==> config.mk <==
export PLATFORM = sky130hd
export DESIGN_NAME = text_mem_arbiter
export DESIGN_NICKNAME = d
export VERILOG_FILES = /design/src/rtl/text_mem_arbiter.sv
export SDC_FILE = /design/constraint.sdc
export NUM_CORES = 1
export LEC_CHECK = 0
export ABC_AREA = 0
export ABC_CLOCK_PERIOD_IN_PS = 6400
export CAP_MARGIN = 20
export CORE_UTILIZATION = 36
export DETAILED_ROUTE_END_ITERATION = 7
export GPL_TIMING_DRIVEN = 0
export HOLD_SLACK_MARGIN = 0.08
export PLACE_DENSITY = 0.86
export SYNTH_ARGS = -nofsm -noshare
export SYNTH_HDL_FRONTEND = slang
export SYNTH_SLANG_ARGS = --single-unit
==> constraint.sdc <==
create_clock -name clk -period 6.4 [get_ports clk]
set_clock_uncertainty 0.15 [all_clocks]
set_input_delay 1.28 -clock clk [delete_from_list [all_inputs] [get_ports clk]]
set_output_delay 1.28 -clock clk [all_outputs]
set_load 0.01 [all_outputs]
==> src/rtl/text_mem_arbiter.sv <==
`default_nettype none
// ============================================================================
// Module   : text_mem_arbiter
// Brief    : Round-robin, burst-limited arbiter sharing one single-port text
//            memory between a write requester and a read requester, with a
//            latency-matched registered read return path.
// Revision : 1.0 - initial release
// ============================================================================
module text_mem_arbiter #(
    parameter int ADDR_W    = 8,
    parameter int DATA_W    = 8,
    parameter int RD_LAT    = 1,
    parameter int BURST_MAX = 4
) (
    input  logic              clk,
    input  logic              reset,
    input  logic              wr_req,
    input  logic [ADDR_W-1:0] wr_addr,
    input  logic [DATA_W-1:0] wr_data,
    output logic              wr_gnt,
    input  logic              rd_req,
    input  logic [ADDR_W-1:0] rd_addr,
    output logic              rd_gnt,
    output logic              rd_valid,
    output logic [DATA_W-1:0] rd_data,
    output logic [ADDR_W-1:0] mem_address,
    output logic [DATA_W-1:0] mem_data,
    output logic              mem_wren,
    input  logic [DATA_W-1:0] mem_q,
    output logic              busy
);

    localparam logic [1:0] c_own_idle  = 2'd0;
    localparam logic [1:0] c_own_wr    = 2'd1;
    localparam logic [1:0] c_own_rd    = 2'd2;
    localparam logic       c_side_wr   = 1'b0;
    localparam logic       c_side_rd   = 1'b1;
    localparam logic [3:0] c_burst_max = 4'(BURST_MAX);

    logic [1:0]        r_owner;
    logic [3:0]        r_burst_cnt;
    logic              r_last;
    logic [1:0]        w_owner_next;
    logic [3:0]        w_cnt_next;
    logic [3:0]        w_cnt_inc;
    logic              w_last_next;
    logic              w_gnt_wr;
    logic              w_gnt_rd;

    logic [RD_LAT-1:0] r_tag;
    logic [RD_LAT-1:0] w_tag_next;
    logic              r_rd_valid;
    logic [DATA_W-1:0] r_rd_data;
    logic              r_busy;

    assign w_cnt_inc = (r_burst_cnt >= c_burst_max) ? c_burst_max : r_burst_cnt + 4'd1;

    // Grant decision and next arbitration state
    always_comb begin
        w_gnt_wr     = 1'b0;
        w_gnt_rd     = 1'b0;
        w_owner_next = c_own_idle;
        w_cnt_next   = 4'd0;
        w_last_next  = r_last;
        if (!reset) begin
            case (r_owner)
                c_own_wr: begin
                    if (wr_req && (r_burst_cnt < c_burst_max || !rd_req)) w_gnt_wr = 1'b1;
                    else if (rd_req)                                      w_gnt_rd = 1'b1;
                end
                c_own_rd: begin
                    if (rd_req && (r_burst_cnt < c_burst_max || !wr_req)) w_gnt_rd = 1'b1;
                    else if (wr_req)                                      w_gnt_wr = 1'b1;
                end
                default: begin
                    if (wr_req && rd_req) begin
                        if (r_last == c_side_rd) w_gnt_wr = 1'b1;
                        else                     w_gnt_rd = 1'b1;
                    end else if (wr_req) begin
                        w_gnt_wr = 1'b1;
                    end else if (rd_req) begin
                        w_gnt_rd = 1'b1;
                    end
                end
            endcase
        end
        if (w_gnt_wr) begin
            w_owner_next = c_own_wr;
            w_last_next  = c_side_wr;
            w_cnt_next   = (r_owner == c_own_wr) ? w_cnt_inc : 4'd1;
        end else if (w_gnt_rd) begin
            w_owner_next = c_own_rd;
            w_last_next  = c_side_rd;
            w_cnt_next   = (r_owner == c_own_rd) ? w_cnt_inc : 4'd1;
        end
    end

    always_ff @(posedge clk) begin
        if (reset) begin
            r_owner     <= c_own_idle;
            r_burst_cnt <= 4'd0;
            r_last      <= c_side_rd;
        end else begin
            r_owner     <= w_owner_next;
            r_burst_cnt <= w_cnt_next;
            r_last      <= w_last_next;
        end
    end

    assign wr_gnt      = w_gnt_wr;
    assign rd_gnt      = w_gnt_rd;
    assign mem_wren    = w_gnt_wr;
    assign mem_address = w_gnt_wr ? wr_addr : (w_gnt_rd ? rd_addr : '0);
    assign mem_data    = w_gnt_wr ? wr_data : '0;

    generate
        if (RD_LAT == 1) begin : g_tag_single
            assign w_tag_next = w_gnt_rd;
        end else begin : g_tag_shift
            assign w_tag_next = {r_tag[RD_LAT-2:0], w_gnt_rd};
        end
    endgenerate

    // A tag leaving the pipe marks the cycle its memory data is on mem_q
    always_ff @(posedge clk) begin
        if (reset) begin
            r_tag      <= '0;
            r_rd_valid <= 1'b0;
            r_rd_data  <= '0;
            r_busy     <= 1'b0;
        end else begin
            r_tag  <= w_tag_next;
            r_busy <= |w_tag_next;
            if (r_tag[RD_LAT-1]) begin
                r_rd_valid <= 1'b1;
                r_rd_data  <= mem_q;
            end else begin
                r_rd_valid <= 1'b0;
            end
        end
    end

    assign rd_valid = r_rd_valid;
    assign rd_data  = r_rd_data;
    assign busy     = r_busy;

endmodule
`default_nettype wire
==> flow_summary.ini, run 1 <==
[run_status]
run_status = finished clean

[floorplanning]
die_h_um = 51.5
initial_utilization_pct = 39.1
die_w_um = 51.5
io_pins = 65
std_cell_rows = 17
die_area_um2 = 2650
core_um2 = 2250

[clock_tree]
postCtsResizedCells = 0
clock-root-buffer = sky130_fd_sc_hd__clkbuf_4
worstSkewPairLatency_ps = 290
post_cts_buffers = 0
cts-htree-levels = 1
clk_pin_slew_worst_paths_ps = 90
cts.hold.buffers_added = 0
cts_buffer_depth = 2
number_of_cts_inserted_buffers = 3
cts_tree = done
numClockSinks = 17

[logic_synthesis]
cell_with_the_most_instances_after_synthesis = sky130_fd_sc_hd__dfxtp_1
synth_sequential_area_ratio_pct = 38.6
yosys.area.top_type_share_pct = 38.6
synth_edf_count = 0
synth.cells.most_frequent = 17 x sky130_fd_sc_hd__dfxtp_1, 12 x sky130_fd_sc_hd__nor2_1, 9 x sky130_fd_sc_hd__a22o_1, 9 x sky130_fd_sc_hd__mux2i_1, 8 x sky130_fd_sc_hd__and2_1
synth.lib_cells_used.distinct = 30
synth_nets = 132
postSynthCellCount = 93
yosys-top-cells-area = sky130_fd_sc_hd__dfxtp_1 39%, sky130_fd_sc_hd__mux2i_1 10%, sky130_fd_sc_hd__a22o_1 8.9%
syn-mean-instance-area_um2 = 9.48
yosysWarningCount = 0
synth_ff_type = sky130_fd_sc_hd__dfxtp_1
fraction_of_registers_with_async_set_or_reset_after_synthesis_pct = 0
synth_area_um2 = 882
synth_largest_area_cell = sky130_fd_sc_hd__dfxtp_1
synth.ff_latch_count = 17

[setup_path]
worst_path_slowest_cell = sky130_fd_sc_hd__clkdlybuf4s50_1
timing.critical_path.from_type = primary input
crit-reg2reg-capture = r_burst_cnt[0]
worst_path_largest_cell_delay_ps = 540
worst_ep_required_time_ps = 4970
timing.critical_path.arrival_ps = 3480
cp-end-kind = output pin
startpoint_of_the_worst_register_to_register_path = r_owner[0]
ff2ff_path_depth = 7
crit_path_cell_trace = clkdlybuf4s50_1, a21boi_0, a21oi_1, a22o_1, nor3_4, a22o_1, clkdlybuf4s50_1
setup.worst_path.class = primary input to output pin
reg2reg_setup_slack_ps = 4390
crit_fanout = 9

[placement]
post-place-ws_ps = 1500
port_buffers = 63
place_inst = 184
globalplace.congestion = 0.791
dpl.hpwl_um = 2020

[cells_and_area]
final_core_util_pct = 69.8
final_net_count = 200
layout-area-overhead-vs-synth_pct = 78.4
instances_no_fill = 188
share_of_final_layout_standard_cells_stronger_than_drive_strength_1_pct = 6.88
insertedDiodeCount = 0

[global_routing]
grt_max_degree = 12
grt_antenna_before_repair = 0
global_route_wire_length_before_repair_um = 4000
grt_util_all_layers_pct = 20.0
vias_in_the_first_global_route = 868
globalRouteOverflowTotal = 0

[timing]
post_route_setup_tns_ps = 0
timing.final.crit_share_pct = 76.8
final_setup_violations = 0
rsz_0062_raised_after_global_routing = no
tightestPinTransition_ps = 569
maxClockFrequency_mhz = 204
period_needed_ps = 4910
drv_slew = 0
final_critical_path_setup_slack_ps = 1490
timing_hold_violations_final = 0
timing.max_slew.rel_slack_pct = 62.1

[detailed_routing]
final_routed_wirelength_across_all_metal_layers_um = 2480
via_count_of_the_routed_design = 889
drt-vias-per-instance = 4.73
detail_route.drc_violations = 0
drt_pass1_iterations = 4
drt.antenna.violating_nets = 0
routedWlPerCell_um = 13.2
drt_first_iter_violations = 18

[min_path]
hold_depth = 2
min-delay-path-class = flop to flop
hp-start = rd_data[4]
holdPathEnd = rd_data[4]

[power_and_ir_drop]
ir_worst_vdd_v = 0.000152
leakagePower_nw = 0.598
post_layout_total_power_uw = 285
power.density_nw_per_um2 = 181

[job]
maxCapViolations = 0
-- power breakdown --
part / leakage (nW) / switching, mW / internal [mW]
combinational: 0.444 / 0.0465 / 0.0645
clock: 0.0150 / 0.0326 / 0.0243
sequential: 0.139 / 0.00393 / 0.113
-- worst max-delay path by stage --
stage	slack (ps)	to	startpoint	cells past startpoint
final	1490	mem_address[4]	rd_req	7
after global routing	1290	mem_address[2]	rd_req	7
after CTS	1490	mem_address[4]	rd_req	7
after detailed placement	1500	mem_address[4]	rd_req	7
after global placement	1560	mem_address[4]	rd_req	7
after floorplan	2660	mem_address[6]	rd_req	6
-- logic make-up after synthesis --
| kind of cell | after synthesis | share of synthesized area, % |
|---|---|---|
| and+or+nand+nor | 33 | 21.4 |
| AOI/OAI and AO/OA | 20 | 19.4 |
| DFF | 17 | 38.6 |
| buffers and inverters | 10 | 5.67 |
| muxes | 9 | 10.2 |
| adders and majority gates | 3 | 4.26 |
| other | 1 | 0.425 |
-- registers in the layout (all words and copies together) (netlist names) --
name	count
r_burst_cnt	4
rd_data	8
r_owner	2
rd_valid	1
busy	1
r_last	1
-- layer usage --
layer | vias up | wire [µm] | track usage [%]
met5 | - | 0 | 0
met4 | 0 | 19 | 6.76
met3 | 2 | 80 | 5.26
met2 | 19 | 1330 | 32.9
met1 | 408 | 1050 | 25.1
li1 | 460 | - | -
-- layout make-up --
type / count / area [µm²]
fillers: 190 / 681
repair buffers: 63 / 631
multi-input cells: 66 / 492
flip-flops and latches: 17 / 340
well taps: 28 / 35.0
plain buffers: 5 / 31.3
clock buffers: 4 / 26.3
inverters: 5 / 18.8
-- placed cells by master, fill, tap and decap left out, drive strengths merged, types with 2 or more instances in the layout --
cell type,count
clkdlybuf4s50,63
dfxtp,17
nor2,14
mux2i,9
a22o,9
and2,8
clkbuf,6
inv,5
nor3,4
ha,3
buf,3
a21oi,2
nor2b,2
nand2,2
-- per-stage QoR --
stage               hold WS (ps)  area [µm²]
finish                       351        1570
global route                 376        1570
CTS                          359        1570
detailed placement           336        1550
global placement             321        1550
floorplan                    358         882
-- worst max-delay path, delay by kind of cell --
| family | cells | cell delay, ps |
|---|---|---|
| AO/OA/AOI/OAI | 4 | 780 |
| buffers and inverters | 2 | 1050 |
| AND/OR/NAND/NOR | 1 | 360 |
Note: power is estimated with default switching activity, not from simulation.
==> run 2, diff against run 1 <==
ABC_CLOCK_PERIOD_IN_PS = 4830   (was 6400)
CORE_UTILIZATION = 33   (was 36)
PLACE_DENSITY = 0.8   (was 0.86)
clock period = 4.83 ns   (was 6.4 ns; I/O delays follow)
==> flow_summary.ini, run 2 (synthesized netlist as in run 1, its figures left out) <==
[cells_and_area]
final.fill_count = 231
largest_register_ffs = 8
final_core_util_pct = 63.2
layout.cells.most_common = sky130_fd_sc_hd__clkdlybuf4s50_1
layout-area-overhead-vs-synth_pct = 79.1
instances_no_fill = 190
final_net_count = 200
multi_input_comb_area_um2 = 492
insertedDiodeCount = 0
regArea_um2 = 340
top_library_cells_by_usage_in_the_layout_fill_and_taps_aside = 63 x sky130_fd_sc_hd__clkdlybuf4s50_1, 17 x sky130_fd_sc_hd__dfxtp_1, 12 x sky130_fd_sc_hd__nor2_1, 9 x sky130_fd_sc_hd__mux2i_1, 9 x sky130_fd_sc_hd__a22o_1
share_of_final_layout_standard_cells_stronger_than_drive_strength_1_pct = 7.50

[detailed_routing]
drt.antenna.violating_nets = 0
drt_first_iter_violations = 9
final_routed_wirelength_across_all_metal_layers_um = 2450
routedWlPerCell_um = 12.9
drt_pass1_iterations = 4
drt-vias-per-instance = 4.83
detail_route.drc_violations = 0
via_count_of_the_routed_design = 918

[min_path]
hp-start = rd_data[3]
holdPathEnd = rd_data[3]
min-delay-path-class = flop to flop
hold_depth = 2

[setup_path]
timing.critical_path.from_type = primary input
worst_ep_required_time_ps = 3710
setup.worst_path.class = primary input to output pin
startpoint_of_the_worst_register_to_register_path = r_owner[0]
reg2reg_setup_slack_ps = 2790
ff2ff_path_depth = 7
cp-end-kind = output pin
timing.critical_path.arrival_ps = 3150
crit_fanout = 9
crit-reg2reg-capture = r_burst_cnt[0]

[global_routing]
globalRouteOverflowTotal = 0
grt_max_degree = 12
grt_antenna_before_repair = 0
grt_util_all_layers_pct = 17.9
global_route_wire_length_before_repair_um = 3730
vias_in_the_first_global_route = 856

[timing]
maxClockFrequency_mhz = 234
timing.final.crit_share_pct = 88.3
period_needed_ps = 4270
timing.max_slew.rel_slack_pct = 62.3
rsz_0062_raised_after_global_routing = no
final_setup_violations = 0
drv_slew = 0
timing_hold_violations_final = 0
tightestPinTransition_ps = 565
post_route_setup_tns_ps = 0

[placement]
port_buffers = 63
globalplace.congestion = 0.813
dpl.hpwl_um = 2060
place_inst = 186

[clock_tree]
post_cts_buffers = 0
cts_tree = done
numClockSinks = 17
cts.hold.buffers_added = 0
postCtsResizedCells = 0
worstSkewPairLatency_ps = 290
number_of_cts_inserted_buffers = 3
cts-htree-levels = 1
clock-root-buffer = sky130_fd_sc_hd__clkbuf_4
cts_buffer_depth = 2
clk_pin_slew_worst_paths_ps = 100

[run_status]
run_status = finished clean

[floorplanning]
die_w_um = 53.7
std_cell_rows = 18
io_pins = 65
die_h_um = 53.7
core_um2 = 2500
initial_utilization_pct = 35.3
die_area_um2 = 2880

[power_and_ir_drop]
ir_worst_vdd_v = 0.000205
power.density_nw_per_um2 = 240
leakagePower_nw = 0.597

[job]
maxCapViolations = 0
run 2: cell count changes in the layout (fill, tap and decap cells not counted), sizes merged:
| cell | before | now |
|---|---|---|
| clkbuf | 6 | 5 |
| clkinvlp | 0 | 1 |
run 2: worst max path at each step:
stage	end	slack, ps	cells after the start	start
detailed placement	mem_address[1]	550	7	rd_req
global placement	mem_address[1]	590	7	rd_req
CTS	mem_address[1]	540	7	rd_req
finish	mem_address[1]	560	7	rd_req
global route	mem_address[2]	440	7	rd_req
floorplan	mem_address[6]	1720	6	rd_req
run 2: per-layer routing:
| metal | global-route usage, % | vias to the layer above | wire length (µm) |
|---|---|---|---|
| met2 | 32.1 | 22 | 1410 |
| met4 | 7.02 | 0 | 49 |
| met3 | 5.93 | 6 | 93 |
| li1 | - | 458 | - |
| met1 | 19.1 | 432 | 899 |
| met5 | 0 | - | 0 |
run 2: power breakdown:
group	internal, mW	switching, mW	leakage (nW)
Combinational	0.0854	0.0612	0.444
Clock	0.0315	0.0450	0.0139
Sequential	0.150	0.00546	0.139
Total	0.267	0.112	0.597
run 2: critical path, stage by stage:
cell                              delay (ps)
sky130_fd_sc_hd__clkdlybuf4s50_1         510
sky130_fd_sc_hd__a21boi_0                190
sky130_fd_sc_hd__a21oi_1                 100
sky130_fd_sc_hd__a22o_1                  300
sky130_fd_sc_hd__nor3_4                  340
sky130_fd_sc_hd__a22o_1                  200
sky130_fd_sc_hd__clkdlybuf4s50_1         540
run 2: through the flow:
stage               hold slack [ps]  power, mW  setup WS (ps)  cell area [µm²]
CTS                             366      0.385            542             1580
floorplan                       358      0.230           1720              882
finish                          361      0.379            565             1580
detailed placement              337      0.306            552             1550
global route                    394      0.405            443             1580
global placement                324      0.301            586             1550
run 2: area by class of cell:
cell class,instances,share of cell area [%]
multi-input cells,66,31.1
inverters,5,1.19
clock inverters,1,0.475
plain buffers,5,1.98
well taps,30,2.38
flip-flops and latches,17,21.5
repair buffers,63,39.9
clock buffers,3,1.43
==> run 3, diff against run 2 <==
REMOVE_ABC_BUFFERS = 1   (was default)
==> flow_summary.ini, run 3 (synthesized netlist as in run 1, its figures left out) <==
[timing]
timing_hold_violations_final = 0
timing.final.crit_share_pct = 88.3
rsz_0062_raised_after_global_routing = no
timing.max_slew.rel_slack_pct = 51.7
final_setup_violations = 0
maxClockFrequency_mhz = 234
worst_hold_slack_ps = 359
post_route_setup_tns_ps = 0
final_critical_path_setup_slack_ps = 564
period_needed_ps = 4270
tightestPinTransition_ps = 722
drv_slew = 0

[detailed_routing]
drt-vias-per-instance = 4.96
final_routed_wirelength_across_all_metal_layers_um = 2380
routedWlPerCell_um = 12.8
drt_pass1_iterations = 4
drt_first_iter_violations = 7
drt.antenna.violating_nets = 0
via_count_of_the_routed_design = 922
detail_route.drc_violations = 0

[clock_tree]
postCtsResizedCells = 0
post_cts_buffers = 0
cts.hold.buffers_added = 0
numClockSinks = 17
number_of_cts_inserted_buffers = 3
clk_pin_slew_worst_paths_ps = 90
worstSkewPairLatency_ps = 280
cts_buffer_depth = 2
cts_tree = done
cts-htree-levels = 1
clock-root-buffer = sky130_fd_sc_hd__clkbuf_4

[cells_and_area]
layout-area-overhead-vs-synth_pct = 76.5
top_library_cells_by_usage_in_the_layout_fill_and_taps_aside = 64 x sky130_fd_sc_hd__clkdlybuf4s50_1, 17 x sky130_fd_sc_hd__dfxtp_1, 12 x sky130_fd_sc_hd__nor2_1, 9 x sky130_fd_sc_hd__mux2i_1, 9 x sky130_fd_sc_hd__a22o_1
insertedDiodeCount = 0
largest_register_ffs = 8
final_core_util_pct = 62.3
final_net_count = 196
layout.cells.most_common = sky130_fd_sc_hd__clkdlybuf4s50_1
share_of_final_layout_standard_cells_stronger_than_drive_strength_1_pct = 5.77

[placement]
port_buffers = 64
post-place-ws_ps = 557
dpl.hpwl_um = 2020
globalplace.congestion = 0.718

[setup_path]
timing.critical_path.arrival_ps = 3150
cp-end-kind = output pin
crit_fanout = 9
timing.critical_path.from_type = primary input
worst_ep_required_time_ps = 3710
ff2ff_path_depth = 7
setup.worst_path.class = primary input to output pin

[power_and_ir_drop]
p_sw_share_pct = 28.9
ir_worst_vdd_v = 0.000147
leakagePower_nw = 0.587
p_comb_share_pct = 37.9
seq_power_share_pct = 42.6
p_int_uw = 263
switchingPower_uw = 107
clockPowerShare_pct = 19.4
power.density_nw_per_um2 = 238

[global_routing]
globalRouteOverflowTotal = 0
grt_util_all_layers_pct = 17.6
grt_max_degree = 19
grt_antenna_before_repair = 0
global_route_wire_length_before_repair_um = 3630
vias_in_the_first_global_route = 926

[floorplanning]
initial_utilization_pct = 35.3
std_cell_rows = 18
die_h_um = 53.7
die_area_um2 = 2880
die_w_um = 53.7
io_pins = 65
core_um2 = 2500

[min_path]
hold_depth = 2
min-delay-path-class = flop to flop

[job]
maxCapViolations = 0

[run_status]
run_status = finished clean
==> run 3: cell types whose count changed in the layout (fill, tap and decap cells not counted), sizes merged <==
| cell | before | now |
|---|---|---|
| clkinv | 0 | 1 |
| clkinvlp | 1 | 0 |
| clkdlybuf4s50 | 63 | 64 |
| buf | 3 | 0 |
| clkbuf | 5 | 3 |
==> run 3: final timing paths <==
| path | from | end | slack, ps |
|---|---|---|---|
| worst max-delay path | rd_req | mem_address[4] | 560 |
| worst max register to register | r_owner[0] | r_burst_cnt[0] | 2870 |
| worst min register to register | rd_data[2] | rd_data[2] | 360 |
| worst min-delay path | rd_data[2] | rd_data[2] | 360 |
==> run 3: worst max-delay path, cell delays in order <==
cell and delay [ps]:
sky130_fd_sc_hd__clkdlybuf4s50_1 510, sky130_fd_sc_hd__a21boi_0 190, sky130_fd_sc_hd__a21oi_1 100, sky130_fd_sc_hd__a22o_1 300
sky130_fd_sc_hd__nor3_4 330, sky130_fd_sc_hd__a22o_1 210, sky130_fd_sc_hd__clkdlybuf4s50_1 560
==> run 3: final cells by class <==
cell class              count  area (µm²)
inverters                   5        18.8
well taps                  30        37.5
fillers                   223         943
repair buffers             64         641
multi-input cells          66         492
clock buffers               3        22.5
clock inverters             1        5.00
flip-flops and latches     17         340
==> run 3: layer usage <==
metal | GRT usage (%) | up-vias | routed length (µm)
met2 | 35.6 | 65 | 1250
met4 | 5.26 | 0 | 12
li1 | - | 449 | -
met1 | 15.6 | 406 | 808
met5 | 0 | - | 0
met3 | 6.50 | 2 | 314
==> run 3: power groups by stage <==
stage	combinational [mW]	clock, mW	sequential [mW]
floorplan	0.0617	0	0.162
global placement	0.139	0	0.160
detailed placement	0.141	0	0.161
CTS	0.142	0.0755	0.158
global route	0.152	0.0805	0.160
finish	0.140	0.0720	0.158
==> run 3: metrics by stage <==
| stage | instance area [µm²] | power, mW | instances |
|---|---|---|---|
| finish | 1560 | 0.370 | 186 |
| global route | 1560 | 0.392 | 186 |
| CTS | 1560 | 0.375 | 186 |
| detailed placement | 1530 | 0.302 | 182 |
| global placement | 1530 | 0.299 | 182 |
| floorplan | 851 | 0.224 | 88 |
